`src/rtl/alu_op_sequencer_if.sv`:
```
// Interface bundling the decode-side, alu-side and writeback-side signals of alu_op_sequencer.
// The slave modport is the sequencer's view; master is the surrounding pipeline (decode, alu, writeback).
interface alu_op_sequencer_if #(
    parameter int unsigned WIDTH = 32,
    parameter int unsigned TAG_W = 5
);
    // Decode side
    logic             in_valid;
    logic             in_ready;
    logic [3:0]       in_opcode;
    logic [WIDTH-1:0] in_a;
    logic [WIDTH-1:0] in_b;
    logic [TAG_W-1:0] in_rd;

    // Combinational alu side
    logic [WIDTH-1:0] alu_a;
    logic [WIDTH-1:0] alu_b;
    logic [3:0]       alu_opcode;
    logic             alu_cin;
    logic [WIDTH-1:0] alu_result;
    logic             alu_cout;
    logic             alu_nf;
    logic             alu_zf;

    // Writeback side
    logic             out_valid;
    logic             out_ready;
    logic [WIDTH-1:0] out_result;
    logic [TAG_W-1:0] out_rd;
    logic             out_wr_en;
    logic             out_illegal;
    logic [3:0]       flags_nzcv;

    modport slave (
        input  in_valid, in_opcode, in_a, in_b, in_rd,
        output in_ready,
        output alu_a, alu_b, alu_opcode, alu_cin,
        input  alu_result, alu_cout, alu_nf, alu_zf,
        output out_valid, out_result, out_rd, out_wr_en, out_illegal, flags_nzcv,
        input  out_ready
    );

    modport master (
        output in_valid, in_opcode, in_a, in_b, in_rd,
        input  in_ready,
        input  alu_a, alu_b, alu_opcode, alu_cin,
        output alu_result, alu_cout, alu_nf, alu_zf,
        input  out_valid, out_result, out_rd, out_wr_en, out_illegal, flags_nzcv,
        output out_ready
    );
endinterface

```
`src/rtl/alu_op_sequencer.sv`:
```
// Issue/retire stage around the combinational alu; owns the NZCV status register.
// Optional in-block overflow flag enabled by defining ALU_SEQ_VFLAG_EN (otherwise V is tied 0).
module alu_op_sequencer #(
    parameter int unsigned WIDTH = 32,
    parameter int unsigned TAG_W = 5
) (
    input logic               clk,
    input logic               rst_n,
    alu_op_sequencer_if.slave bus
);
    localparam logic [3:0] OpAdd  = 4'b0000;
    localparam logic [3:0] OpAdcs = 4'b0001;
    localparam logic [3:0] OpRsbs = 4'b0100;
    localparam logic [3:0] OpSbcs = 4'b0101;
    localparam logic [3:0] OpSubs = 4'b0110;
    localparam logic [3:0] OpCmp  = 4'b0111;
    localparam logic [3:0] OpMuls = 4'b1000;

    typedef enum logic [1:0] {
        StIdle,
        StExec,
        StDone
    } state_e;

    state_e           r_state;
    logic [WIDTH-1:0] r_alu_a;
    logic [WIDTH-1:0] r_alu_b;
    logic [3:0]       r_alu_opcode;
    logic [TAG_W-1:0] r_rd;
    logic [3:0]       r_flags;
    logic             r_out_valid;
    logic [WIDTH-1:0] r_out_result;
    logic [TAG_W-1:0] r_out_rd;
    logic             r_out_wr_en;
    logic             r_out_illegal;

    logic w_in_ready;
    logic w_accept;
    logic w_is_illegal;
    logic w_sets_nz;
    logic w_sets_cv;
    logic w_uses_cin;
    logic w_v_next;

    assign w_in_ready   = (r_state == StIdle) | ((r_state == StDone) & bus.out_ready);
    assign w_accept     = bus.in_valid & w_in_ready;
    assign w_is_illegal = r_alu_opcode > OpMuls;
    assign w_sets_nz    = ~w_is_illegal & (r_alu_opcode != OpAdd);
    assign w_sets_cv    = (r_alu_opcode == OpAdcs) | (r_alu_opcode == OpRsbs) |
                          (r_alu_opcode == OpSbcs) | (r_alu_opcode == OpSubs) |
                          (r_alu_opcode == OpCmp);
    assign w_uses_cin   = (r_alu_opcode == OpAdcs) | (r_alu_opcode == OpSbcs);

`ifdef ALU_SEQ_VFLAG_EN
    logic w_a_msb;
    logic w_b_msb;
    logic w_r_msb;

    assign w_a_msb = r_alu_a[WIDTH-1];
    assign w_b_msb = r_alu_b[WIDTH-1];
    assign w_r_msb = bus.alu_result[WIDTH-1];

    // Signed overflow from operand/result sign bits; RSBS computes b - a.
    always_comb begin
        w_v_next = r_flags[0];
        case (r_alu_opcode)
            OpAdcs:                w_v_next = (w_a_msb == w_b_msb) & (w_r_msb != w_a_msb);
            OpSubs, OpSbcs, OpCmp: w_v_next = (w_a_msb != w_b_msb) & (w_r_msb != w_a_msb);
            OpRsbs:                w_v_next = (w_b_msb != w_a_msb) & (w_r_msb != w_b_msb);
            default:               w_v_next = r_flags[0];
        endcase
    end
`else
    assign w_v_next = 1'b0;
`endif

    always_ff @(posedge clk) begin
        if (!rst_n) begin
            r_state       <= StIdle;
            r_alu_a       <= '0;
            r_alu_b       <= '0;
            r_alu_opcode  <= '0;
            r_rd          <= '0;
            r_flags       <= '0;
            r_out_valid   <= 1'b0;
            r_out_result  <= '0;
            r_out_rd      <= '0;
            r_out_wr_en   <= 1'b0;
            r_out_illegal <= 1'b0;
        end else begin
            unique case (r_state)
                StIdle: begin
                    if (w_accept) begin
                        r_alu_a      <= bus.in_a;
                        r_alu_b      <= bus.in_b;
                        r_alu_opcode <= bus.in_opcode;
                        r_rd         <= bus.in_rd;
                        r_state      <= StExec;
                    end
                end
                StExec: begin
                    r_out_result  <= w_is_illegal ? '0 : bus.alu_result;
                    r_out_rd      <= r_rd;
                    r_out_wr_en   <= ~w_is_illegal & (r_alu_opcode != OpCmp);
                    r_out_illegal <= w_is_illegal;
                    if (w_sets_nz) begin
                        r_flags[3] <= bus.alu_nf;
                        r_flags[2] <= bus.alu_zf;
                    end
                    if (w_sets_cv) begin
                        r_flags[1] <= bus.alu_cout;
                        r_flags[0] <= w_v_next;
                    end
                    r_out_valid <= 1'b1;
                    r_state     <= StDone;
                end
                StDone: begin
                    // Retire and, if another op is waiting, accept it on the same edge.
                    if (bus.out_ready) begin
                        r_out_valid <= 1'b0;
                        if (bus.in_valid) begin
                            r_alu_a      <= bus.in_a;
                            r_alu_b      <= bus.in_b;
                            r_alu_opcode <= bus.in_opcode;
                            r_rd         <= bus.in_rd;
                            r_state      <= StExec;
                        end else begin
                            r_state <= StIdle;
                        end
                    end
                end
                default: begin
                    r_out_valid <= 1'b0;
                    r_state     <= StIdle;
                end
            endcase
        end
    end

    assign bus.in_ready    = w_in_ready;
    assign bus.alu_a       = r_alu_a;
    assign bus.alu_b       = r_alu_b;
    assign bus.alu_opcode  = r_alu_opcode;
    assign bus.alu_cin     = w_uses_cin & r_flags[1];
    assign bus.out_valid   = r_out_valid;
    assign bus.out_result  = r_out_result;
    assign bus.out_rd      = r_out_rd;
    assign bus.out_wr_en   = r_out_wr_en;
    assign bus.out_illegal = r_out_illegal;
    assign bus.flags_nzcv  = r_flags;
endmodule

```
`src/flat_wrapper.sv`:
```
// flat-port wrapper written by rule: the top's interface ports become plain ports
module alu_op_sequencer_flat 
#(
    parameter int unsigned WIDTH = 32,
    parameter int unsigned TAG_W = 5
)
  (clk, rst_n, bus_in_valid, bus_in_opcode, bus_in_a, bus_in_b, bus_in_rd, bus_in_ready, bus_alu_a, bus_alu_b, bus_alu_opcode, bus_alu_cin, bus_alu_result, bus_alu_cout, bus_alu_nf, bus_alu_zf, bus_out_valid, bus_out_result, bus_out_rd, bus_out_wr_en, bus_out_illegal, bus_flags_nzcv, bus_out_ready);
  alu_op_sequencer_if #(.WIDTH(WIDTH), .TAG_W(TAG_W)) bus_i ();
  input logic clk;
  input logic rst_n;
  input wire logic [$bits(bus_i.in_valid)-1:0] bus_in_valid;
  input wire logic [$bits(bus_i.in_opcode)-1:0] bus_in_opcode;
  input wire logic [$bits(bus_i.in_a)-1:0] bus_in_a;
  input wire logic [$bits(bus_i.in_b)-1:0] bus_in_b;
  input wire logic [$bits(bus_i.in_rd)-1:0] bus_in_rd;
  output wire logic [$bits(bus_i.in_ready)-1:0] bus_in_ready;
  output wire logic [$bits(bus_i.alu_a)-1:0] bus_alu_a;
  output wire logic [$bits(bus_i.alu_b)-1:0] bus_alu_b;
  output wire logic [$bits(bus_i.alu_opcode)-1:0] bus_alu_opcode;
  output wire logic [$bits(bus_i.alu_cin)-1:0] bus_alu_cin;
  input wire logic [$bits(bus_i.alu_result)-1:0] bus_alu_result;
  input wire logic [$bits(bus_i.alu_cout)-1:0] bus_alu_cout;
  input wire logic [$bits(bus_i.alu_nf)-1:0] bus_alu_nf;
  input wire logic [$bits(bus_i.alu_zf)-1:0] bus_alu_zf;
  output wire logic [$bits(bus_i.out_valid)-1:0] bus_out_valid;
  output wire logic [$bits(bus_i.out_result)-1:0] bus_out_result;
  output wire logic [$bits(bus_i.out_rd)-1:0] bus_out_rd;
  output wire logic [$bits(bus_i.out_wr_en)-1:0] bus_out_wr_en;
  output wire logic [$bits(bus_i.out_illegal)-1:0] bus_out_illegal;
  output wire logic [$bits(bus_i.flags_nzcv)-1:0] bus_flags_nzcv;
  input wire logic [$bits(bus_i.out_ready)-1:0] bus_out_ready;
  assign bus_i.in_valid = bus_in_valid;
  assign bus_i.in_opcode = bus_in_opcode;
  assign bus_i.in_a = bus_in_a;
  assign bus_i.in_b = bus_in_b;
  assign bus_i.in_rd = bus_in_rd;
  assign bus_in_ready = bus_i.in_ready;
  assign bus_alu_a = bus_i.alu_a;
  assign bus_alu_b = bus_i.alu_b;
  assign bus_alu_opcode = bus_i.alu_opcode;
  assign bus_alu_cin = bus_i.alu_cin;
  assign bus_i.alu_result = bus_alu_result;
  assign bus_i.alu_cout = bus_alu_cout;
  assign bus_i.alu_nf = bus_alu_nf;
  assign bus_i.alu_zf = bus_alu_zf;
  assign bus_out_valid = bus_i.out_valid;
  assign bus_out_result = bus_i.out_result;
  assign bus_out_rd = bus_i.out_rd;
  assign bus_out_wr_en = bus_i.out_wr_en;
  assign bus_out_illegal = bus_i.out_illegal;
  assign bus_flags_nzcv = bus_i.flags_nzcv;
  assign bus_i.out_ready = bus_out_ready;
  alu_op_sequencer #(.WIDTH(WIDTH), .TAG_W(TAG_W)) u_core (.clk(clk), .rst_n(rst_n), .bus(bus_i));
endmodule
```
`config.mk`:
```
export PLATFORM = sky130hd
export DESIGN_NAME = alu_op_sequencer_flat
export DESIGN_NICKNAME = d
export VERILOG_FILES = /design/src/rtl/alu_op_sequencer_if.sv /design/src/rtl/alu_op_sequencer.sv /design/src/flat_wrapper.sv
export SDC_FILE = /design/constraint.sdc
export NUM_CORES = 1
export LEC_CHECK = 0
export BUFFER_PORTS_ARGS = -buffer_cell sky130_fd_sc_hd__buf_4
export CORE_AREA = 5 5 118 120
export CTS_CLUSTER_DIAMETER = 100
export DETAILED_ROUTE_END_ITERATION = 10
export DIE_AREA = 0 0 123 125
export MAX_ROUTING_LAYER = met4
export SETUP_SLACK_MARGIN = 0.15
export SYNTH_ARGS = -nofsm -noshare
export SYNTH_HDL_FRONTEND = slang
export SYNTH_SLANG_ARGS = --single-unit
export TNS_END_PERCENT = 20
```
`constraint.sdc`:
```
create_clock -name clk -period 2.5 [get_ports clk]
set_input_delay 0.125 -clock clk [delete_from_list [all_inputs] [get_ports clk]]
set_output_delay 0.125 -clock clk [all_outputs]
set_load 0.02 [all_outputs]
```
=== Word-level counts from Yosys, hierarchy flattened ===
Index checks and enable logic that the tools add are counted.

* Register bits after elaboration: 118
* Input bits: 112
* Output and inout bits: 114

* Reductions and logical operators: 8
* Mux-type cells: 23
* Bitwise operators: 13
* $lt $le $gt $ge: 1
* Equal/unequal tests: 11

{| class="wikitable"
|+ Operators with widths
! kind !! count
|-
| $mux W32 || 7
|-
| $pmux W32 S2 || 2
|-
| $eq A4 B3 Y1 const B || 4
|-
| $mux W5 || 3
|-
| $mux W4 || 3
|-
| $pmux W5 S2 || 1
|-
| $pmux W4 S2 || 1
|-
| $reduce_and A2 Y1 || 4
|-
| $or A1 B1 Y1 || 6
|-
| $pmux W2 S3 || 1
|-
| $and A1 B1 Y1 || 5
|-
| $eq A4 B1 Y1 const B || 1
|-
| $gt A4 B4 Y1 const B || 1
|-
| $mux W2 || 2
|-
| $ne A2 B2 Y1 const B || 2
|-
| $ne A4 B3 Y1 const B || 1
|-
| $reduce_and A4 Y1 || 1
|-
| $reduce_bool A4 Y1 || 1
|-
| $pmux W1 S3 || 1
|-
| $eq A2 B1 Y1 const B || 1
|-
| $eq A2 B2 Y1 const B || 1
|-
| $logic_not A2 Y1 || 1
|-
| $mux W1 || 2
|-
| $ne A2 B1 Y1 const B || 1
|-
| 2 further kinds || 3
|}

=== Longest topological paths before layout ===
* Depth in word-level cells: 6
* Gate-level depth with buffers: 7

=== Worst setup path after synthesis ===
Ideal clock, no wire load.

* Path type: register -> register
* Start point: register u_core.r_alu_opcode[3], in the netlist u_core.bus.alu_opcode[3]
* End point: register u_core.r_out_result[0], in the netlist u_core.bus.out_result[0]
* Stages on the path, launching flop included: 7
* Required time: 2383 ps
* Setup slack: 1038 ps
* Library setup time: 117 ps
* Buffers on the path: 2
* Clock period less this slack: 1462 ps
* Arrival time: 1345 ps
* Cell sequence: dfxtp_1 -> o31a_1 -> nor2_1 -> and2_1 -> buf_6 -> buf_6 -> a22o_1

* Word-level cells in the longest chain between the ends: 2

{| class="wikitable"
|+ Ends and longest elaborated chain
! item !! RTL line !! source
|-
| start, declared || alu_op_sequencer.sv:28 || <nowiki>logic [3:0] r_alu_opcode;</nowiki>
|-
| start signal, assigned || alu_op_sequencer.sv:96 || <nowiki>r_alu_opcode <= bus.in_opcode;</nowiki>
|-
| start signal, assigned || alu_op_sequencer.sv:124 || <nowiki>r_alu_opcode <= bus.in_opcode;</nowiki>
|-
| $gt A4 B4 Y1 || alu_op_sequencer.sv:47 || <nowiki>assign w_is_illegal = r_alu_opcode > OpMuls;</nowiki>
|-
| $mux W32 || alu_op_sequencer.sv:102 || <nowiki>r_out_result <= w_is_illegal ? '0 : bus.alu_result;</nowiki>
|-
| end signal, assigned || alu_op_sequencer.sv:102 ||
|-
| end, declared || alu_op_sequencer.sv:32 || <nowiki>logic [WIDTH-1:0] r_out_result;</nowiki>
|}

No other way between the ends.
A chain may end at the register's enable or synchronous reset.

=== Final worst setup path ===
* Start point: register u_core.r_state[1]
* End point: register u_core.r_out_result[7], in the netlist u_core.bus.out_result[7]

* Word-level cells in the longest chain between the ends: 1

{| class="wikitable"
|+ Ends and longest elaborated chain
! item !! RTL line !! source
|-
| start, declared || alu_op_sequencer.sv:25 || <nowiki>state_e r_state;</nowiki>
|-
| start signal, assigned || alu_op_sequencer.sv:79 || <nowiki>r_state <= StIdle;</nowiki>
|-
| start signal, assigned || alu_op_sequencer.sv:98 || <nowiki>r_state <= StExec;</nowiki>
|-
| start signal, assigned || alu_op_sequencer.sv:115 || <nowiki>r_state <= StDone;</nowiki>
|-
| $eq A2 B1 Y1 || alu_op_sequencer.sv:91 || <nowiki>unique case (r_state)</nowiki>
|}

No other way between the ends.

==> metrics.md <==
| Metric | Value |
|---|---|
| Final hold vios | `0` |
| Final worst hold slack | `roughly 13 ps` |
| Hold crit path type | `in -> reg` |
| Slowest stage delay, CP | `980 ps` |
| Final nets | `between 800 and 900` |
| Most common cell in the netlist | `dfxtp_1` |
| Dpl ws | `between 400 and 500 ps` |
| Max Slew Vio Count | `0` |
| Synth Net Count | `roughly 490` |
| Commonest cells post-synth | `dfxtp_1, nor2b_1, mux2i_1` |
| Port buffer count | `~220` |
| Post-Syn Area | `4325 sq um` |
| DR pass1 iterations | `4` |
| CTS tree | `done` |
| Chip width | `roughly 120 microns` |
| Cell variety after synth | `25` |
| Gpl congestion | `~0.74` |
| FF-to-FF Start | `u_core.r_state[1]$_SDFFE_PN0P_` |
| Layout cells sized above 1 | `0.3648` |
| Final setup viols | `0` |
| VDD IR max | `about 0.47 mV` |
| CTS max path bufs | `2` |
| DR WL/cell | `between 15 and 20 microns` |
| Post-synth EDFFs | `0` |
| Hold Crit Start | `bus_in_a[13]` |
| RSZ-0062 raised after global routing | `no` |
| # IOs | `226` |
| Die area | `approximately 15000 sq um` |
| Tcrit/Tclk final | `0.8236` |
| CP max stage cell | `and2_1` |
| Number of core rows | `42` |
| Worst path arrival time | `2400 ps` |
| Total wire length | `13610 microns` |
| DP HPWL | `8780 microns` |
| Layout Skew | `around 4.1 ps` |
| Worst-Skew Late Latency | `400 ps` |
| Leak Pwr | `around 3.6 nW` |
| Reg clk slew, reported paths | `roughly 50 ps` |
| CP cell instances | `nand2b_1, and2_1, a22o_1` |
| Synth warn | `0` |
| Post-CTS setup buffer count | `0` |
| Area after DPL | `about 6100 sq um` |
| CP startpoint kind | `register` |
| Initial antenna violation count | `1` |
| Maximum clock rate | `a little under 0.5 GHz` |
| Post-DRT Antenna Nets | `0` |
| R2r worst-path depth | `3` |
| Pin count of the biggest net entering global routing | `89` |
| Drt via density | `around 4.4` |
| Initial core utilization | `0.3360` |
| CORE AREA | `roughly 13000 sq um` |
| CP top delay family | `simple AND/OR/NAND/NOR gates` |
| Cell taking the most area after synthesis | `dfxtp_1` |
| Worst Hold End | `u_core.bus.alu_a[13]$_SDFFE_PN0P_` |
| Synth top area share | `0.5461` |
| WP buf/inv | `0` |
| Die H | `between 100 and 150 microns` |
| Synth async-reset ratio | `0` |
| Setup crit end kind | `register` |
| Worst slew pin tran | `about 1200 ps` |
| Post-Layout Cell Count | `898` |
| Area grow syn2layout | `79.11%` |
| CTS root buffer | `clkbuf_16` |
| Post-Syn Instances | `379` |
| Synth Flop Type | `dfxtp_1` |
| Slew HR | `0.2030` |
| Register bit total from synthesis | `about 120` |
| Top post-synthesis cells by area | `dfxtp_1, mux2i_1, nor2b_1` |
| Vias in the first global route | `just over 4k` |
| Crit Path Max Fanout | `32` |
| Register area share after synthesis | `0.5461` |
| Status | `complete, no violations` |
| H-tree depth | `4` |
| Reg2Reg Setup Slack | `440 ps` |
| R2r endpoint | `u_core.bus.out_result[7]$_SDFFE_PN0P_` |
| Initial drt markers | `about 150` |
| Setup TNS Final | `0 ps` |
| Max Cap Viol | `0` |
| Drt drc | `0` |
| Via count | `3953` |
| Final core utilization | `0.6017` |
| Setup Crit Path Kind | `reg -> reg` |
| Final Critical Period | `~2100 ps` |
| Overall power | `~5.2 mW` |
| Design area | `7747 sq um` |
| Worst Path Required | `~2800 ps` |
| GRT Overall Usage | `0.1807` |
| Worst hold stages | `3` |
| First-pass GRT wire length | `between 20000 and 25000 microns` |
| Cell Pwr Density | `about 670 nW/um^2` |
| Num CTS Buffers | `17` |
| # clock sinks | `~120` |
| # placed instances | `about 760` |
| Remaining Overflow, GRT | `0` |
| Syn_area_per_cell | `~11 sq um` |
| Worst setup margin | `between 400 and 500 ps` |
[where the power goes]
| group | switching, mW | leakage (nW) | internal (mW) | total [mW] |
|---|---|---|---|---|
| combinational | 0.397 | 2.32 | 0.505 | 0.902 |
| clock | 0.820 | 0.276 | 1.40 | 2.22 |
| sequential | 0.0697 | 0.967 | 2.00 | 2.07 |
| total | 1.29 | 3.56 | 3.90 | 5.19 |
[worst min-delay path, stage by stage]
cell	delay, ps
buf_4	80
mux2i_1	60
nor2b_1	110
[layer usage]
metal,GRT usage,part of all wire
met1,0.2050,0.41
met2,0.2927,0.47
met3,0.07091,0.10
met4,0.05603,0.013
met5,-,0
[sequential cells by signal (all words and copies together), names as in the netlist]
| signal | cells |
|---|---|
| u_core.r_state | 2 |
| u_core.bus.out_valid | 1 |
| u_core.bus.out_wr_en | 1 |
| u_core.bus.alu_b | 32 |
| u_core.bus.out_result | 32 |
| u_core.bus.flags_nzcv | 3 |
| u_core.bus.alu_a | 32 |
| u_core.r_rd | 5 |
| u_core.bus.out_rd | 5 |
| u_core.bus.out_illegal | 1 |
| u_core.bus.alu_opcode | 4 |
[cell usage in the layout, fill, tap and decap left out]
cell	synthesis	final
o31a_1	1	1
nor2b_1	77	77
conb_1	1	1
clkbuf_8	0	2
inv_1	4	4
a22o_1	32	32
nor2_1	3	3
clkinvlp_4	0	1
dlygate4sd3_1	0	107
o21ai_0	7	7
buf_12	0	3
clkbuf_16	0	17
nor3_1	1	1
clkbuf_1	11	2
a21boi_0	5	5
bufinv_16	0	1
o211a_1	1	1
diode_2	0	1
buf_4	3	229
a21oi_1	4	4
clkinv_2	0	9
mux2i_1	74	74
nand2_1	12	12
o211ai_1	1	1
nand2b_1	1	1
a211oi_4	0	1
dfxtp_1	118	118
nand3_1	2	2
and2_1	3	3
nor4_1	1	1
and3_1	1	1
[worst max path at each step]
| stage | cells after the start | startpoint | end | slack, ps |
|---|---|---|---|---|
| after floorplan | 6 | u_core.bus.alu_opcode[3]$_SDFFE_PN0P_ | u_core.bus.out_result[0]$_SDFFE_PN0P_ | 1040 |
| after global placement | 3 | u_core.r_state[1]$_SDFFE_PN0P_ | u_core.bus.out_result[14]$_SDFFE_PN0P_ | 550 |
| after detailed placement | 3 | u_core.r_state[1]$_SDFFE_PN0P_ | u_core.bus.out_result[29]$_SDFFE_PN0P_ | 490 |
| after CTS | 3 | u_core.r_state[1]$_SDFFE_PN0P_ | u_core.bus.out_result[29]$_SDFFE_PN0P_ | 470 |
| after global routing | 3 | u_core.r_state[1]$_SDFFE_PN0P_ | u_core.bus.out_result[22]$_SDFFE_PN0P_ | 270 |
| final | 3 | u_core.r_state[1]$_SDFFE_PN0P_ | u_core.bus.out_result[7]$_SDFFE_PN0P_ | 440 |
[cell type report]
type	count	area [sq um]
antenna	1	2.502
clock buffer	21	460.4
clock inverter	11	82.58
fill	1040	5127
inverter	4	15.01
multi-input combinational	228	1754
sequential	118	2362
tap	176	220.2
timing repair buffer	339	2850
[cell families after synthesis]
family	count (synthesis)	share of synthesized area
other cells	1	0.0008670
compound gates	52	0.09517
simple gates	101	0.1365
flops	118	0.5461
mux	74	0.1712
buf+inv	33	0.05004
[what timing repair did]
action | in CTS | in global routing
hold endpoints to repair | 107 | 0
hold buffers | 107 | 0
gates resized for setup | 0 | 0
No activity file was read; power rests on OpenSTA's default activity.
